===== src/rtl/reg_file_sb.sv =====
// reg_file_sb: multi-ported register file with a per-register busy scoreboard
// and an optional write-to-read bypass, used by the decode stage.
//
// Ports (port k occupies slice [k*W +: W] of each flattened bus):
//   i_clk, i_rst_n   clock (posedge), asynchronous active-low reset
//   i_rd_addr        read addresses, p_RD_PORTS x p_REG_ADDR_LEN
//   o_rd_data        combinational read data, p_RD_PORTS x p_WORD_LEN
//   o_rd_busy        combinational busy flag of each addressed register
//   i_wr_en          write enables, one per write port
//   i_wr_addr        write addresses, p_WR_PORTS x p_REG_ADDR_LEN
//   i_wr_data        write data, p_WR_PORTS x p_WORD_LEN
//   i_iss_en         issue strobe: mark i_iss_tgt busy
//   i_iss_tgt        register whose result is now in flight
//   o_busy_vec       registered busy bit per register
//   o_busy_cnt       registered number of busy registers
module reg_file_sb #(
  parameter int p_WORD_LEN      = 16,
  parameter int p_REG_ADDR_LEN  = 3,
  parameter int p_REG_FILE_SIZE = 8,
  parameter int p_RD_PORTS      = 2,
  parameter int p_WR_PORTS      = 2,
  parameter int p_BYPASS        = 1
) (
  input  logic                                 i_clk,
  input  logic                                 i_rst_n,
  input  logic [p_RD_PORTS*p_REG_ADDR_LEN-1:0] i_rd_addr,
  output logic [p_RD_PORTS*p_WORD_LEN-1:0]     o_rd_data,
  output logic [p_RD_PORTS-1:0]                o_rd_busy,
  input  logic [p_WR_PORTS-1:0]                i_wr_en,
  input  logic [p_WR_PORTS*p_REG_ADDR_LEN-1:0] i_wr_addr,
  input  logic [p_WR_PORTS*p_WORD_LEN-1:0]     i_wr_data,
  input  logic                                 i_iss_en,
  input  logic [p_REG_ADDR_LEN-1:0]            i_iss_tgt,
  output logic [p_REG_FILE_SIZE-1:0]           o_busy_vec,
  output logic [p_REG_ADDR_LEN:0]              o_busy_cnt
);

  localparam int AL = p_REG_ADDR_LEN;
  localparam int W  = p_WORD_LEN;
  localparam int CW = p_REG_ADDR_LEN + 1;

  logic [W-1:0]               regs_q [p_REG_FILE_SIZE];
  logic [W-1:0]               wr_val [p_REG_FILE_SIZE];
  logic [p_REG_FILE_SIZE-1:0] wr_hit;
  logic [p_REG_FILE_SIZE-1:0] busy_q;
  logic [p_REG_FILE_SIZE-1:0] busy_nxt;
  logic [CW-1:0]              cnt_q;
  logic [CW-1:0]              cnt_nxt;
  logic [CW-1:0]              inc;
  logic [CW-1:0]              dec;

  // Per-register write resolution. Ports are scanned in ascending order so
  // the highest-index enabled port to an address is the one that sticks.
  // Register 0 and out-of-range addresses never match. Gated by reset so a
  // pending write is neither stored nor forwarded while reset is held.
  always_comb begin : wr_resolve
    wr_hit = '0;
    for (int unsigned a = 0; a < p_REG_FILE_SIZE; a++) begin
      wr_val[a] = '0;
    end
    for (int unsigned a = 0; a < p_REG_FILE_SIZE; a++) begin
      for (int unsigned p = 0; p < p_WR_PORTS; p++) begin
        if (a != 0 && i_rst_n && i_wr_en[p] &&
            i_wr_addr[p*AL +: AL] == AL'(a)) begin
          wr_hit[a] = 1'b1;
          wr_val[a] = i_wr_data[p*W +: W];
        end
      end
    end
  end

  // Busy update: writeback clears, issue sets, and issue wins on a collision.
  // The count moves by the set/clear deltas so it tracks popcount(busy).
  always_comb begin : busy_next
    busy_nxt = '0;
    inc      = '0;
    dec      = '0;
    for (int unsigned a = 0; a < p_REG_FILE_SIZE; a++) begin
      if (a != 0) begin
        busy_nxt[a] = (i_iss_en && i_iss_tgt == AL'(a)) ||
                      (busy_q[a] && !wr_hit[a]);
      end
      if (busy_nxt[a] && !busy_q[a]) inc = inc + CW'(1);
      if (!busy_nxt[a] && busy_q[a]) dec = dec + CW'(1);
    end
    cnt_nxt = cnt_q + inc - dec;
  end

  always_ff @(posedge i_clk or negedge i_rst_n) begin : state_q
    if (!i_rst_n) begin
      for (int unsigned a = 0; a < p_REG_FILE_SIZE; a++) begin
        regs_q[a] <= '0;
      end
      busy_q <= '0;
      cnt_q  <= '0;
    end else begin
      for (int unsigned a = 0; a < p_REG_FILE_SIZE; a++) begin
        if (wr_hit[a]) regs_q[a] <= wr_val[a];
      end
      busy_q <= busy_nxt;
      cnt_q  <= cnt_nxt;
    end
  end

  // Read mux. Address 0 and out-of-range addresses match no register and
  // fall through to the zero default.
  always_comb begin : rd_mux
    o_rd_data = '0;
    o_rd_busy = '0;
    for (int unsigned k = 0; k < p_RD_PORTS; k++) begin
      for (int unsigned a = 0; a < p_REG_FILE_SIZE; a++) begin
        if (a != 0 && i_rd_addr[k*AL +: AL] == AL'(a)) begin
          if (p_BYPASS != 0 && wr_hit[a]) begin
            o_rd_data[k*W +: W] = wr_val[a];
            o_rd_busy[k]        = 1'b0;
          end else begin
            o_rd_data[k*W +: W] = regs_q[a];
            o_rd_busy[k]        = busy_q[a];
          end
        end
      end
    end
  end

  assign o_busy_vec = busy_q;
  assign o_busy_cnt = cnt_q;

endmodule


===== config.mk =====
export PLATFORM = sky130hd
export DESIGN_NAME = reg_file_sb
export DESIGN_NICKNAME = d
export VERILOG_FILES = /design/src/rtl/reg_file_sb.sv
export SDC_FILE = /design/constraint.sdc
export NUM_CORES = 1
export LEC_CHECK = 0
export BUFFER_PORTS_ARGS = -buffer_cell sky130_fd_sc_hd__buf_2
export CAP_MARGIN = 20
export CORE_MARGIN = 4
export CORE_UTILIZATION = 33
export CTS_CLUSTER_DIAMETER = 80
export CTS_CLUSTER_SIZE = 24
export DETAILED_ROUTE_END_ITERATION = 10
export GPL_TIMING_DRIVEN = 0
export PLACE_DENSITY = 0.61
export SLEW_MARGIN = 0
export SYNTH_ARGS = -nofsm -noshare
export SYNTH_HDL_FRONTEND = slang
export SYNTH_SLANG_ARGS = --single-unit

===== constraint.sdc =====
create_clock -name i_clk -period 8.5 [get_ports i_clk]
set_clock_uncertainty 0.05 [all_clocks]
set_input_delay 2.125 -clock i_clk [delete_from_list [all_inputs] [get_ports i_clk]]
set_output_delay 2.125 -clock i_clk [all_outputs]
set_load 0.01 [all_outputs]

==> results of run 1 <==
[timing repair]
action,in CTS,in global routing
pin swaps,0,0
setup endpoints to repair,3,1
hold buffers,0,0
cloned,0,2
resized for setup,6,7
[logic make-up (layout without fill, tap and decap cells)]
group,count (synthesis),count (layout),share of synthesized area [%]
AOI/OAI and AO/OA,338,338,26.1
xor gates and xnor gates,17,17,2.08
adders and majority gates,19,19,3.06
buffers and inverters,141,270,6.47
DFF,123,123,36.2
muxes,103,103,12.2
other,1,1,0.0442
and+or+nand+nor,246,246,13.8
[metal layers]
metal  track usage, %  share of wire (%)  up-vias
met2             34.3                 44      498
met4             7.06                2.6        4
met5                0              0.065        -
met3             5.80                9.8       72
met1             30.4                 43     4232
li1                 -                  -     3854
[area by class of cell]
cell class,count,share of cell area [%]
Clock buffer,18,4.26
Inverter,62,2.31
Sequential cell,123,30.6
Buffer,79,3.22
Clock inverter,14,1.34
Multi-Input combinational cell,724,48.5
Timing Repair Buffer,97,5.72
Tap cell,330,4.10
[flip-flops by register name (all words and copies together), names as in the netlist]
signal      count
o_busy_cnt      4
o_busy_vec      7
regs_q        112
[cells in the mapped netlist (3+ instances only)]
cell type,n,area share (%)
a22oi_1,29,2.6
a21oi_1,54,3.2
fa_1,3,0.71
inv_1,62,2.7
nor3b_1,5,0.44
o21ai_1,11,0.65
a32oi_1,3,0.31
buf_1,8,0.35
o211ai_1,3,0.27
mux2_2,6,0.80
ha_1,16,2.4
nand2_1,87,3.8
nand3_1,42,2.5
mux2i_1,97,11
xor2_1,6,0.62
a221o_1,4,0.47
clkbuf_1,62,2.7
nand4b_1,3,0.31
nor2b_1,4,0.29
o21ai_0,119,7.0
nor2_1,72,3.2
o311a_1,28,3.3
and3_1,4,0.29
a21o_1,3,0.27
nand4_1,4,0.29
a31oi_1,3,0.22
nand2b_1,7,0.52
xnor2_1,9,0.93
dfrtp_1,123,36
buf_2,7,0.41
a221oi_1,32,3.3
o22ai_1,35,2.6
[power by group]
group | internal [mW] | switching, mW
registers | 0.737 | 0.0538
clock network | 0.408 | 0.305
logic | 0.305 | 0.480
total | 1.45 | 0.839
[worst max path at each step]
stage	cells after the start	slack, ps	endpoint
CTS	28	70	o_busy_cnt[3]$_DFF_PN0_
global placement	28	-2380	o_busy_cnt[3]$_DFF_PN0_
finish	28	500	o_busy_cnt[3]$_DFF_PN0_
floorplan	27	840	o_busy_cnt[3]$_DFF_PN0_
global route	28	10	o_busy_cnt[3]$_DFF_PN0_
detailed placement	29	-960	o_busy_cnt[3]$_DFF_PN0_
[stage by stage]
step / power (mW) / TNS, ps / cell area [µm²]
finish: 2.29 / 0 / 10100
global placement: 1.55 / -34730 / 9370
floorplan: 1.32 / 0 / 8490
CTS: 2.29 / 0 / 10000
detailed placement: 1.57 / -1920 / 9410
global route: 2.43 / 0 / 10100
==> results.toml, run 1 <==
[cts]
clkSinkCount = 123
clock_path_buffers = 2
cts-buffers-inserted = 17
clockRootBuffer = "clkbuf_16"
path_clk_slew_ps = 60
cts_tree = "done"
insertion_delay_ps = 430
cts_setup_buffers = 0
ctsHtreeMaxLevel = 4

[setup_path]
critical_path.max_fanout = 36
crit_top_cell = "ha_1"
start_kind = "primary input"
cp-startpoint = "i_rst_n"
cp_slowest_cell = "fa_1"
crit_type = "in -> reg"
arrival_ps = 8290
r2r_start = "o_busy_vec[2]$_DFF_PN0_"
cp_slowest_stage_delay_ps = 480
cp-end-kind = "register"
critPathBufInv = 5
r2r_cells = 23
critPathTopFamily = "adder cells"
rrSetupSlack_ps = 2860
worst_ep_required_time_ps = 8790
timing.rr.end = "o_busy_cnt[3]$_DFF_PN0_"

[drt]
drc_errors = 0
avgRoutedWirePerCell_um = 22.3
viasPerCell = 5.98
totalWireLength_um = 32200
vias = 8660
drtIter0Drc = 975
drt_pass1_iterations = 5
antenna_left = 0

[layout]
final_cell_mix = "123 x dfrtp_1, 119 x o21ai_0, 97 x mux2i_1, 96 x buf_2, 87 x nand2_1"
drive_above_1_share_pct = 14.6
nets = 1175
fill_cells = 2597
layout_commonest_cell = "dfrtp_1"
diodes = 0
final_cells = 1447
syn_to_final_growth_pct = 18.5
seqCellArea_um2 = 3080
final_util_pct = 39.9
multi_input_area_um2 = 4880

[placement]
place_inst = 1412
port_buffers = 92
routabilityCongestion = 0.983
place_ws_ps = -964
hpwl_um = 24300

[timing]
finalSetupViolCount = 0
fin_ws_ps = 499
holdWs_ps = 480
rsz0062_at_grt = "no"
slew_viol_final = 0
min_period_over_period_pct = 94.1
hold_violations = 0
period_minus_slack_ps = 8000
max_freq_mhz = 125
tightest_slew_ps = 946
relSlewSlack_pct = 36.7

[run]
cap_violations = 0

[synth]
synth_ff_type = "dfrtp_1"
synth_edf_count = 0
synth_area_per_cell_um2 = 8.60
synth.distinct_cells = 60
synth_nets = 1059
ys_seq_area_share_pct = 36.2
synthArstFlopShare_pct = 100
synth_warnings = 0
syn_inst = 988
netlist_area_um2 = 8490
ys_ff_latch = 123

[die]
dieHeight_um = 168
io_pins = 98
dieArea_um2 = 28400
initial_core_util_pct = 33.6
rows = 58
die_w_um = 168
fp.coreArea_um2 = 25300

[global_routing]
grt_pass1_wl_um = 49100
grt_usage_pct = 22.2
grt_max_degree = 71
grt_overflow_total = 0
grt_pass1_vias = 8332
antenna_found_initial = 2

[power]
cellPowerDensity_nw_per_um2 = 227
ir_worst_vdd_uv = 106
p_leak_nw = 4.26

[min_path]
min_path_type = "reg -> reg"
hold_depth = 1
min-delay-start = "o_busy_cnt[0]$_DFF_PN0_"
hold-path-endpoint = "o_busy_cnt[0]$_DFF_PN0_"

[run_status]
outcome = "finished, final reports clean"
No activity file was read; power rests on OpenSTA's default activity.
==> run 2, diff against run 1 <==
--- a/config.mk
+++ b/config.mk
@@ -13,8 +13,9 @@
 export CTS_CLUSTER_SIZE = 24
 export DETAILED_ROUTE_END_ITERATION = 10
 export GPL_TIMING_DRIVEN = 0
-export PLACE_DENSITY = 0.61
+export PLACE_DENSITY_LB_ADDON = 0.15
 export SLEW_MARGIN = 0
 export SYNTH_ARGS = -nofsm -noshare
 export SYNTH_HDL_FRONTEND = slang
 export SYNTH_SLANG_ARGS = --single-unit
+export TNS_END_PERCENT = 5
==> run 2 against run 1 <==
First-iteration DRC count is 27% lower; combinational power hardly changed; via count is 2.3% lower; clock power is 0.8% lower; die area stayed put; maximum frequency is 0.47% higher; core utilization is 0.26 points lower; clock-buffer cell count is 1 higher; routed wire length is 2.6% higher; non-clock buffer count is 2 lower; largest power group unchanged.
==> results.toml, run 2 (synthesized netlist as in run 1, its figures left out) <==
[run_status]
outcome = "finished, final reports clean"

[cts]
insertion_delay_ps = 430
path_clk_slew_ps = 60
clkSinkCount = 123
cts_setup_buffers = 0
cts_tree = "done"
clockRootBuffer = "clkbuf_16"
ctsHtreeMaxLevel = 4
clock_path_buffers = 2
cts-buffers-inserted = 17

[timing]
finalSetupViolCount = 0
hold_violations = 0
slew_viol_final = 0
min_period_over_period_pct = 93.7
fin_tns_setup_ps = 0
relSlewSlack_pct = 36.9
max_freq_mhz = 126
rsz0062_at_grt = "no"
period_minus_slack_ps = 7960
tightest_slew_ps = 943

[placement]
hpwl_um = 25200
routabilityCongestion = 0.947
port_buffers = 92
place_inst = 1413

[die]
die_w_um = 168
fp.coreArea_um2 = 25300
dieHeight_um = 168
dieArea_um2 = 28400
initial_core_util_pct = 33.6
rows = 58
io_pins = 98

[layout]
drive_above_1_share_pct = 14.5
nets = 1173
largest_register = "regs_q"
diodes = 0
largest_register_ffs = 112
multi_input_area_um2 = 4880
final_cells = 1445
final_cell_mix = "123 x dfrtp_1, 119 x o21ai_0, 98 x buf_2, 97 x mux2i_1, 87 x nand2_1"
fill_cells = 2656
seqCellArea_um2 = 3080
layout_commonest_cell = "dfrtp_1"
syn_to_final_growth_pct = 17.8

[drt]
antenna_left = 0
wl_met1_um = 15000
dr_wl_met2_um = 15200
drtIter0Drc = 709
vias = 8460
drt_pass1_iterations = 6
avgRoutedWirePerCell_um = 22.9
drc_errors = 0
viasPerCell = 5.85
totalWireLength_um = 33100
met3_length_um = 1950
routed.top_layer = "met4"

[setup_path]
timing.rr.end = "o_busy_cnt[3]$_DFF_PN0_"
worst_ep_required_time_ps = 8790
critical_path.max_fanout = 56
rrSetupSlack_ps = 2670
r2r_cells = 23
r2r_start = "o_busy_vec[2]$_DFF_PN0_"
arrival_ps = 8260
endpoint = "o_busy_cnt[3]$_DFF_PN0_"
cp-startpoint = "i_rst_n"
cp-end-kind = "register"
crit_type = "in -> reg"
start_kind = "primary input"

[min_path]
min_path_type = "reg -> reg"

[global_routing]
grt_max_degree = 70
grt_pass1_wl_um = 50500
grt_pass1_vias = 8144
grt_overflow_total = 0
grt_usage_pct = 23.2
antenna_found_initial = 0

[power]
ir_worst_vdd_uv = 129
p_clk_share_pct = 31.0
p_total_mw = 2.28
p_leak_nw = 4.23
cellPowerDensity_nw_per_um2 = 228
p_switching_uw = 846
power_frac_seq_pct = 34.7
sw_frac_of_total_pct = 37.1
comb_power_share_pct = 34.3
power.internal_mw = 1.43

[run]
cap_violations = 0
[run 2: routing by layer]
| layer | GRT usage (%) | vias to the layer above |
|---|---|---|
| met5 | 0 | - |
| met2 | 36.9 | 367 |
| met4 | 7.66 | 0 |
| met3 | 3.66 | 65 |
| met1 | 32.3 | 4176 |
| li1 | - | 3852 |
[run 2: power groups by stage]
stage	clock, mW	combinational, mW	sequential, mW
after global routing	0.741	0.883	0.806
final	0.707	0.783	0.790
after CTS	0.716	0.781	0.790
after detailed placement	0	0.777	0.800
after global placement	0	0.765	0.795
after floorplan	0	0.522	0.794
[run 2: per-stage QoR]
step	cell area [µm²]	worst slack, ps	hold WS, ps	utilization [%]
4_1_cts	9980	126	482	39.5
2_1_floorplan	8490	840	495	-
3_5_place_dp	9410	-532	466	37.3
6_report	10000	536	468	39.6
5_1_grt	10000	47.3	523	39.6
3_3_place_gp	9370	-2500	439	37.1
[run 2: layout make-up]
cell class,count,area share (%)
Multi-Input combinational cell,724,48.8
Sequential cell,123,30.8
Timing Repair Buffer,95,5.15
Clock buffer,19,4.53
Tap cell,330,4.13
Buffer,79,3.21
Inverter,62,2.33
Clock inverter,13,1.09
[run 2: worst min path at each step]
stage	start	endpoint	slack [ps]	cells past startpoint
4_1_cts	o_busy_cnt[0]$_DFF_PN0_	o_busy_cnt[0]$_DFF_PN0_	480	1
6_report	o_busy_cnt[0]$_DFF_PN0_	o_busy_cnt[0]$_DFF_PN0_	470	1
2_1_floorplan	o_busy_cnt[0]$_DFF_PN0_	o_busy_cnt[0]$_DFF_PN0_	500	1
3_5_place_dp	o_busy_cnt[0]$_DFF_PN0_	o_busy_cnt[0]$_DFF_PN0_	470	1
3_3_place_gp	o_busy_cnt[0]$_DFF_PN0_	o_busy_cnt[0]$_DFF_PN0_	440	1
5_1_grt	o_busy_cnt[0]$_DFF_PN0_	o_busy_cnt[0]$_DFF_PN0_	520	1
[run 2: worst max-delay path, cell delays in order]
cell and delay, ps:
buf_12 190, buf_6 180, nand3b_4 140, nor2_4 110, buf_2 250, nor3b_1 650, nor2_1 150, nand2_1 120
inv_1 40, ha_1 360, xor2_1 200, ha_1 300, nor3b_1 150, a21o_1 180, ha_1 270, inv_1 40
a21boi_0 230, ha_1 280, a22o_1 240, ha_1 280, mux2i_1 180, fa_1 470, ha_1 300, a21o_1 180
a21oi_1 180, xnor2_1 150, xnor2_1 150, xnor2_1 140
[run 2: what timing repair did]
action,CTS,global route
gates resized for setup,2,10
endpoints found under the setup margin,1,1
hold buffers,0,0
